[config.mk]
export PLATFORM = sky130hd
export DESIGN_NAME = regfile_wb_sched
export DESIGN_NICKNAME = d
export VERILOG_FILES = /design/src/rtl/y86_regs_pkg.sv /design/src/rtl/regfile_wb_sched.sv
export SDC_FILE = /design/constraint.sdc
export NUM_CORES = 1
export LEC_CHECK = 0
export CAP_MARGIN = 10
export CELL_PAD_IN_SITES_DETAIL_PLACEMENT = 0
export CELL_PAD_IN_SITES_GLOBAL_PLACEMENT = 1
export CORE_MARGIN = 2
export CORE_UTILIZATION = 35
export CTS_BUF_LIST = sky130_fd_sc_hd__clkbuf_8
export DETAILED_ROUTE_END_ITERATION = 7
export PLACE_DENSITY = 0.94
export SETUP_SLACK_MARGIN = 0.3
export SYNTH_ARGS = -nofsm -noshare
export SYNTH_HDL_FRONTEND = slang
export SYNTH_SLANG_ARGS = --single-unit
[constraint.sdc]
create_clock -name clk -period 3.1 [get_ports clk]
set_clock_uncertainty 0.15 [all_clocks]
set_input_delay 0.62 -clock clk [delete_from_list [all_inputs] [get_ports clk]]
set_output_delay 0.62 -clock clk [all_outputs]
set_load 0.01 [all_outputs]
[src/rtl/y86_regs_pkg.sv]
// Y86-64 register IDs and write-back scheduler state encoding.
package y86_regs_pkg;

    localparam logic [3:0] REG_RAX  = 4'h0;
    localparam logic [3:0] REG_RCX  = 4'h1;
    localparam logic [3:0] REG_RDX  = 4'h2;
    localparam logic [3:0] REG_RBX  = 4'h3;
    localparam logic [3:0] REG_RSP  = 4'h4;
    localparam logic [3:0] REG_RBP  = 4'h5;
    localparam logic [3:0] REG_RSI  = 4'h6;
    localparam logic [3:0] REG_RDI  = 4'h7;
    localparam logic [3:0] REG_R8   = 4'h8;
    localparam logic [3:0] REG_R9   = 4'h9;
    localparam logic [3:0] REG_R10  = 4'hA;
    localparam logic [3:0] REG_R11  = 4'hB;
    localparam logic [3:0] REG_R12  = 4'hC;
    localparam logic [3:0] REG_R13  = 4'hD;
    localparam logic [3:0] REG_R14  = 4'hE;
    localparam logic [3:0] REG_NONE = 4'hF;

    typedef enum logic {
        IDLE   = 1'b0,
        SECOND = 1'b1
    } wb_state_t;

endpackage

[src/rtl/regfile_wb_sched.sv]
// Serialises a dual-destination write-back into single-port register-file writes
// and tracks which registers still have an accepted write in flight.
//
// state  | meaning
// IDLE   | ready for a request; presents the first/only write of the last accept
// SECOND | presenting-next the held E write; no request accepted
module regfile_wb_sched
    import y86_regs_pkg::*;
#(
    parameter int DATA_W = 64,
    parameter int NREG   = 15
) (
    input  logic              clk,
    input  logic              rst_n,
    input  logic              wb_valid,
    output logic              wb_ready,
    input  logic [3:0]        dstE,
    input  logic [DATA_W-1:0] valE,
    input  logic [3:0]        dstM,
    input  logic [DATA_W-1:0] valM,
    output logic              wr_en,
    output logic [3:0]        wr_addr,
    output logic [DATA_W-1:0] wr_data,
    output logic [NREG-1:0]   pending
);

    wb_state_t         r_state;
    wb_state_t         w_state_nxt;
    logic [3:0]        r_hold_addr;
    logic [DATA_W-1:0] r_hold_data;
    logic              r_wr_en;
    logic [3:0]        r_wr_addr;
    logic [DATA_W-1:0] r_wr_data;
    logic [NREG-1:0]   r_pending;

    logic              w_accept;
    logic              w_e_vld;
    logic              w_m_vld;
    logic              w_hold_load;
    logic              w_wr_en_nxt;
    logic [3:0]        w_wr_addr_nxt;
    logic [DATA_W-1:0] w_wr_data_nxt;
    logic [3:0]        w_set_a;
    logic [3:0]        w_set_b;
    logic [NREG-1:0]   w_set_mask;
    logic [NREG-1:0]   w_clr_mask;

    assign wb_ready = rst_n && (r_state == IDLE);
    assign w_accept = wb_valid && wb_ready;
    assign w_e_vld  = (dstE != REG_NONE);
    assign w_m_vld  = (dstM != REG_NONE);

    always_comb begin
        w_state_nxt   = r_state;
        w_hold_load   = 1'b0;
        w_wr_en_nxt   = 1'b0;
        w_wr_addr_nxt = REG_NONE;
        w_wr_data_nxt = '0;
        w_set_a       = REG_NONE;
        w_set_b       = REG_NONE;
        case (r_state)
            IDLE: begin
                if (w_accept) begin
                    if (w_m_vld) begin
                        // M goes first; an E aimed at the same register is dropped (valM wins)
                        w_wr_en_nxt   = 1'b1;
                        w_wr_addr_nxt = dstM;
                        w_wr_data_nxt = valM;
                        w_set_a       = dstM;
                        if (w_e_vld && (dstE != dstM)) begin
                            w_hold_load = 1'b1;
                            w_set_b     = dstE;
                            w_state_nxt = SECOND;
                        end
                    end else if (w_e_vld) begin
                        w_wr_en_nxt   = 1'b1;
                        w_wr_addr_nxt = dstE;
                        w_wr_data_nxt = valE;
                        w_set_a       = dstE;
                    end
                end
            end
            SECOND: begin
                w_wr_en_nxt   = 1'b1;
                w_wr_addr_nxt = r_hold_addr;
                w_wr_data_nxt = r_hold_data;
                w_state_nxt   = IDLE;
            end
            default: w_state_nxt = IDLE;
        endcase
    end

    always_comb begin
        w_set_mask = '0;
        w_clr_mask = '0;
        for (int r = 0; r < NREG; r++) begin
            if ((w_set_a == 4'(r)) || (w_set_b == 4'(r))) w_set_mask[r] = 1'b1;
            if (r_wr_en && (r_wr_addr == 4'(r)))          w_clr_mask[r] = 1'b1;
        end
    end

    always_ff @(posedge clk) begin
        if (!rst_n) begin
            r_state     <= IDLE;
            r_hold_addr <= REG_NONE;
            r_hold_data <= '0;
            r_wr_en     <= 1'b0;
            r_wr_addr   <= REG_NONE;
            r_wr_data   <= '0;
            r_pending   <= '0;
        end else begin
            r_state   <= w_state_nxt;
            r_wr_en   <= w_wr_en_nxt;
            r_wr_addr <= w_wr_addr_nxt;
            r_wr_data <= w_wr_data_nxt;
            // set after clear so a re-write of the register being committed stays pending
            r_pending <= (r_pending & ~w_clr_mask) | w_set_mask;
            if (w_hold_load) begin
                r_hold_addr <= dstE;
                r_hold_data <= valE;
            end
        end
    end

    assign wr_en   = r_wr_en;
    assign wr_addr = r_wr_addr;
    assign wr_data = r_wr_data;
    assign pending = r_pending;

endmodule

=== Word-level counts from Yosys, hierarchy flattened ===
Cells that the tools add are included.

* Multipliers: 0
* Eq/ne operators: 45
* Add/sub/neg operators: 0
* Order comparisons: 0
* Mux-type cells: 52
* Shift-type cells: 0
* Reductions and logical operators: 36
* Div/mod/pow operators: 0
* Bitwise logic cells: 4

{| class="wikitable"
|+ Operators by type and width
! kind !! number
|-
| two-way mux 64 bit || 3
|-
| case mux 64 bit (2 select lines) || 1
|-
| equality test 4 bit, second input constant || 21
|-
| equality test 4 x 3 -> 1 bit, second input constant || 12
|-
| two-way mux 1 bit || 37
|-
| two-way mux 4 bit || 8
|-
| equality test 4 x 2 -> 1 bit, second input constant || 6
|-
| logical AND 1 bit || 18
|-
| bitwise AND 15 bit || 1
|-
| logical OR 1 bit || 15
|-
| NOT 15 bit || 1
|-
| OR 15 bit || 1
|-
| equality test 4 x 1 -> 1 bit, second input constant || 3
|-
| zero test 4 bit || 3
|-
| inequality test 4 bit, second input constant || 2
|-
| case mux 4 bit (2 select lines) || 1
|-
| inequality test 4 bit || 1
|-
| case mux 1 bit (2 select lines) || 2
|-
| NOT 1 bit || 1
|}

* Bits in registers: 153
* Latch bits: 0
* Input port bits: 139
* Word-level logic and storage cells: 144
* Output and inout port bits: 85
* RAM bits: 0
* Memories kept: 0
* Memory bits (read-only): 0

=== Longest topological paths before layout ===
* Word-level depth: 10
* Gate-level depth with buffers: 8
* Gate-level depth less buffers: 4

=== Worst setup path before layout ===
OpenSTA, ideal clock, no wires.

* Kind: input-to-reg
* Start: in dstE[0]
* End: reg r_pending[5], in the netlist pending[5]
* Stages on the path: 7
* Data arrival time: 1.852 ns
* Slack: 0.976 ns
* Required time: 2.828 ns
* Setup time: 0.122 ns
* Path through: buf_4 xnor2_1 and4_1 buf_2 buf_2 nor3_1 a221o_1

* Longest elaborated chain between the ends: 10

{| class="wikitable"
|+ RTL lines
! what !! line !! text
|-
| start, declared || regfile_wb_sched.sv:17 || <nowiki>input logic [3:0] dstE,</nowiki>
|-
| inequality test 4 bit (on tied branches) || regfile_wb_sched.sv:50, regfile_wb_sched.sv:70 ||
|-
| logical AND 1 bit || regfile_wb_sched.sv:70 || <nowiki>if (w_e_vld && (dstE != dstM)) begin</nowiki>
|-
| two-way mux 4 bit || regfile_wb_sched.sv:70 ||
|-
| two-way mux 4 bit || regfile_wb_sched.sv:64 || <nowiki>if (w_m_vld) begin</nowiki>
|-
| two-way mux 4 bit || regfile_wb_sched.sv:63 || <nowiki>if (w_accept) begin</nowiki>
|-
| two-way mux 4 bit || regfile_wb_sched.sv:61 || <nowiki>case (r_state)</nowiki>
|-
| equality test 4 x 3 -> 1 bit || regfile_wb_sched.sv:97 || <nowiki>if ((w_set_a == 4'(r)) || (w_set_b == 4'(r))) w_set_mask[r] = 1'b1;</nowiki>
|-
| logical OR 1 bit (*) || regfile_wb_sched.sv:97 ||
|-
| two-way mux 1 bit (*) || regfile_wb_sched.sv:97 ||
|-
| OR 15 bit (*) || regfile_wb_sched.sv:117 || <nowiki>r_pending <= (r_pending & ~w_clr_mask) | w_set_mask;</nowiki>
|-
| end signal, assigned || regfile_wb_sched.sv:117 ||
|-
| end, declared || regfile_wb_sched.sv:34 || <nowiki>logic [NREG-1:0] r_pending;</nowiki>
|}

Mark *: on every way between the ends. The rest lies on a longest branch, timed or not.
A chain may end at the register's enable or synchronous reset.

=== Final worst setup path ===
* Start: in rst_n
* End: out wb_ready

* Longest elaborated chain between the ends: 1

{| class="wikitable"
|+ RTL lines
! what !! line !! text
|-
| start, declared || regfile_wb_sched.sv:14 || <nowiki>input logic rst_n,</nowiki>
|-
| logical AND 1 bit || regfile_wb_sched.sv:48 || <nowiki>assign wb_ready = rst_n && (r_state == IDLE);</nowiki>
|-
| end, declared || regfile_wb_sched.sv:16 || <nowiki>output logic wb_ready,</nowiki>
|}

No other way between the ends.

==> flow_metrics.py <==
metrics = {
    "run_status": {
        "status": "finished clean",
    },
    "yosys": {
        "synth_top_family_by_area": "compound AO/OA/AOI/OAI gates",
        "synthMuxAreaShare": 0,
        "yosysSeqAreaShare": 0.4281,
        "syn_inst": 916,
        "ys_warn_count": 0,
        "synthesis.nets": 1055,
        "post-synth-top-area-cell": "dfxtp_1",
        "yosys.cell_types.count": 37,
        "syn-cell-area_um2": 7154,
        "synthAdderAreaFrac": 0,
        "ys_ff_latch": 153,
        "synth_top_area_frac": 0.4281,
        "synthXorXnorAreaFrac": 0.004897,
        "synth_compound_area_frac": 0.2739,
        "synthTopCellsByArea": "dfxtp_1, a21oi_1, nand2_1, o31ai_1, a21o_1",
        "syn_avg_cell_area_um2": 7.810,
        "synthSimpleGateAreaFrac": 0.2333,
    },
    "worst_setup_path": {
        "r2r_setup_slack_ns": 0.84,
        "cp_max_fo": 3,
        "cp.arrival_ns": 1.96,
        "cpLargestDelayFamily": "buffers and inverters",
        "cp.depth": 4,
        "setup.worst_path.end_class": "output pin",
        "critPathKind": "in -> out",
        "endpoint": "wb_ready",
        "r2r_start": "r_state",
        "crit_path_top_delay_cell": "clkdlybuf4s50_1",
        "ff2ff_path_depth": 5,
        "cp_common_cell": "clkdlybuf4s50_1",
        "cp-startpoint": "rst_n",
        "cp_cell_sequence": "clkdlybuf4s50_1 > inv_4 > nor2_1 > clkdlybuf4s50_1",
        "cp.required_ns": 2.33,
        "slowest_delay_ns": 0.61,
        "rr_endpoint": "wr_data[62]",
        "startpoint_type": "primary input",
        "worst-path-buf-inv": 3,
    },
    "placement": {
        "hpwl_um": 15510,
        "dp_cells": 1337,
        "port_buffers": 223,
        "placed_cell_area_um2": 9744,
        "finalWeightedCongestion": 0.9322,
    },
    "die": {
        "start_util": 0.3547,
        "placeableCoreArea_um2": 20170,
        "io_pins": 224,
        "num_rows": 52,
        "dieArea_um2": 21600,
        "dieHeight_um": 147.0,
        "die_x_um": 147.0,
    },
    "sta": {
        "tightest_slew_ns": 0.6808,
        "fin_tns_setup_ns": 0,
        "final-setup-viol-count": 0,
        "rsz0062_at_grt": "false",
        "drv_slew": 0,
        "slew_headroom": 0.5462,
        "fin_crit_ns": 2.732,
        "fmax_mhz": 366.0,
        "finalCritPeriodShare": 0.8814,
        "finalHoldViolations": 0,
    },
    "routing": {
        "drcViolationCount": 0,
        "vias": 7748,
        "wl_um": 24530,
        "wire_per_inst_um": 17.91,
        "drt_first_pass_iters": 8,
        "ant_nets": 0,
        "drt-initial-drc-count": 550,
        "viasPerCell": 5.660,
    },
    "global_routing": {
        "grt_overflow": 0,
        "grt_max_degree": 141,
        "grt_pass1_vias": 7594,
        "grt_pass1_wl_um": 39570,
        "antenna_found_initial": 3,
        "grtUsageTotal": 0.2238,
    },
    "cts": {
        "clkTransAtPathRegs_ns": 0.09,
        "cts_root_buf": "clkbuf_8",
        "ctsResizeCount": 0,
        "h-tree-depth": 4,
        "cts_setup_buffers": 0,
        "cts_buffers": 17,
        "clock_path_buffers": 2,
        "cts_tree": "yes",
        "clock_latency_ns": 0.45,
        "hold_buffers": 0,
        "cts.sinks": 153,
    },
    "layout": {
        "drive_above_1_share": 0.06642,
        "finalInstanceArea_um2": 10190,
        "areaGrowthSynthToFinish_pct": 42.37,
        "nNetsFinal": 1225,
        "n_antenna_cell": 0,
        "fin_cells": 1369,
        "final_core_util": 0.5050,
    },
    "power_and_ir_drop": {
        "total_power_uw": 4640,
        "leakage_uw": 0.003659,
        "power_density_nw_per_um2": 455.5,
        "ir_worst_vdd_mv": 0.3151,
    },
    "run": {
        "maxCapViolCount": 0,
    },
    "min_path": {
        "hp-class": "reg -> reg",
    },
}
[sequential cells by signal, summed over array words and instances, names as in the netlist]
| signal | flops |
|---|---|
| r_hold_data | 64 |
| wr_data | 64 |
| pending | 15 |
| r_hold_addr | 4 |
| wr_addr | 4 |
| r_state | 1 |
| wr_en | 1 |
[routing by layer]
metal / GRT usage / up-vias / part of all wire
li1: - / 3686 / -
met2: 0.3655 / 354 / 0.46
met1: 0.2928 / 3680 / 0.44
met5: 0 / - / 0.00053
met4: 0.06394 / 2 / 0.014
met3: 0.05963 / 26 / 0.088
[logic make-up (layout without fill, tap and decap cells)]
group | count (synthesis) | after routing
flip-flops | 153 | 153
buffers and inverters | 108 | 291
XOR/XNOR | 4 | 4
AND/OR/NAND/NOR | 338 | 338
AO/OA/AOI/OAI | 313 | 313
[power by group]
part	leakage (uW)	internal (uW)	switching, uW
combinational	0.00218	403	400
sequential	0.00125	2060	49.3
clock	0.000230	907	823
total	0.00366	3370	1270
[cell usage in the layout (no fill, tap or decap), types with 2 or more instances in the layout]
master,Yosys,routed
o22ai_1,3,3
nor2b_1,3,3
a221o_1,2,2
clkdlybuf4s50_1,0,223
clkinv_4,0,3
clkbuf_8,0,18
dfxtp_1,153,152
buf_4,2,20
and2_1,2,2
o31ai_1,66,66
or4_1,3,3
nand2_2,0,2
nor3_1,5,5
nor2_1,10,8
a21o_1,64,64
nand4b_1,7,7
nand3b_1,4,4
o21a_1,4,4
inv_6,0,2
buf_12,0,13
nand2_1,141,139
nor2_4,0,2
o32ai_1,2,2
bufinv_16,0,4
clkinv_2,0,3
a21oi_1,135,135
nand2b_1,7,7
o21ai_0,18,18
xnor2_1,4,4
nand4_1,73,73
and4_2,0,2
nand3_1,78,78
a31oi_1,14,14
inv_1,2,3
[how the worst min path moves through the flow]
stage,start,endpoint,slack [ns],depth (start not counted)
3_5_place_dp,r_hold_data[17],wr_data[17],0.29,2
5_1_grt,r_hold_data[18],wr_data[18],0.33,2
3_3_place_gp,r_hold_data[42],wr_data[42],0.30,2
2_1_floorplan,r_hold_data[0],wr_data[0],0.29,2
6_report,r_hold_data[27],wr_data[27],0.29,2
4_1_cts,r_hold_data[17],wr_data[17],0.30,2
[cell usage after synthesis]
cell      number
dfxtp_1      153
nand2_1      141
a21oi_1      135
nand3_1       78
clkbuf_1      73
nand4_1       73
o31ai_1       66
a21o_1        64
buf_1         18
o21ai_0       18
a31oi_1       14
buf_2         12
nor2_1        10
nand2b_1       7
nand4b_1       7
nor3_1         5
nand3b_1       4
o21a_1         4
xnor2_1        4
nor2b_1        3
o22ai_1        3
or4_1          3
a221o_1        2
and2_1         2
and4_1         2
buf_4          2
inv_1          2
o32ai_1        2
a211oi_1       1
and3b_1        1
clkinv_1       1
nor4_1         1
o211a_1        1
o211ai_1       1
o311a_1        1
o311ai_0       1
or3b_2         1
[metrics by stage]
stage	setup slack (ns)	hold slack (ns)
finish	0.3678	0.2945
global route	0.3264	0.3266
CTS	0.3286	0.3007
detailed placement	0.2945	0.2939
global placement	0.2960	0.2963
floorplan	0.9761	0.2866
[final cells by class]
class,instances,area (um^2)
timing repair buffer,256,2643
clock inverter,14,193.9
tap,270,337.8
multi-input combinational,655,3686
inverter,3,13.76
sequential,153,3064
fill,1891,9983
clock buffer,18,247.7
[tightest hold or removal path: cells and delay by family, from the launching register on]
family | cells | cell delay (ns)
simple gates | 1 | 0.05
flops | 1 | 0.32
compound gates | 1 | 0.05
(Power assumes the default switching activity.)
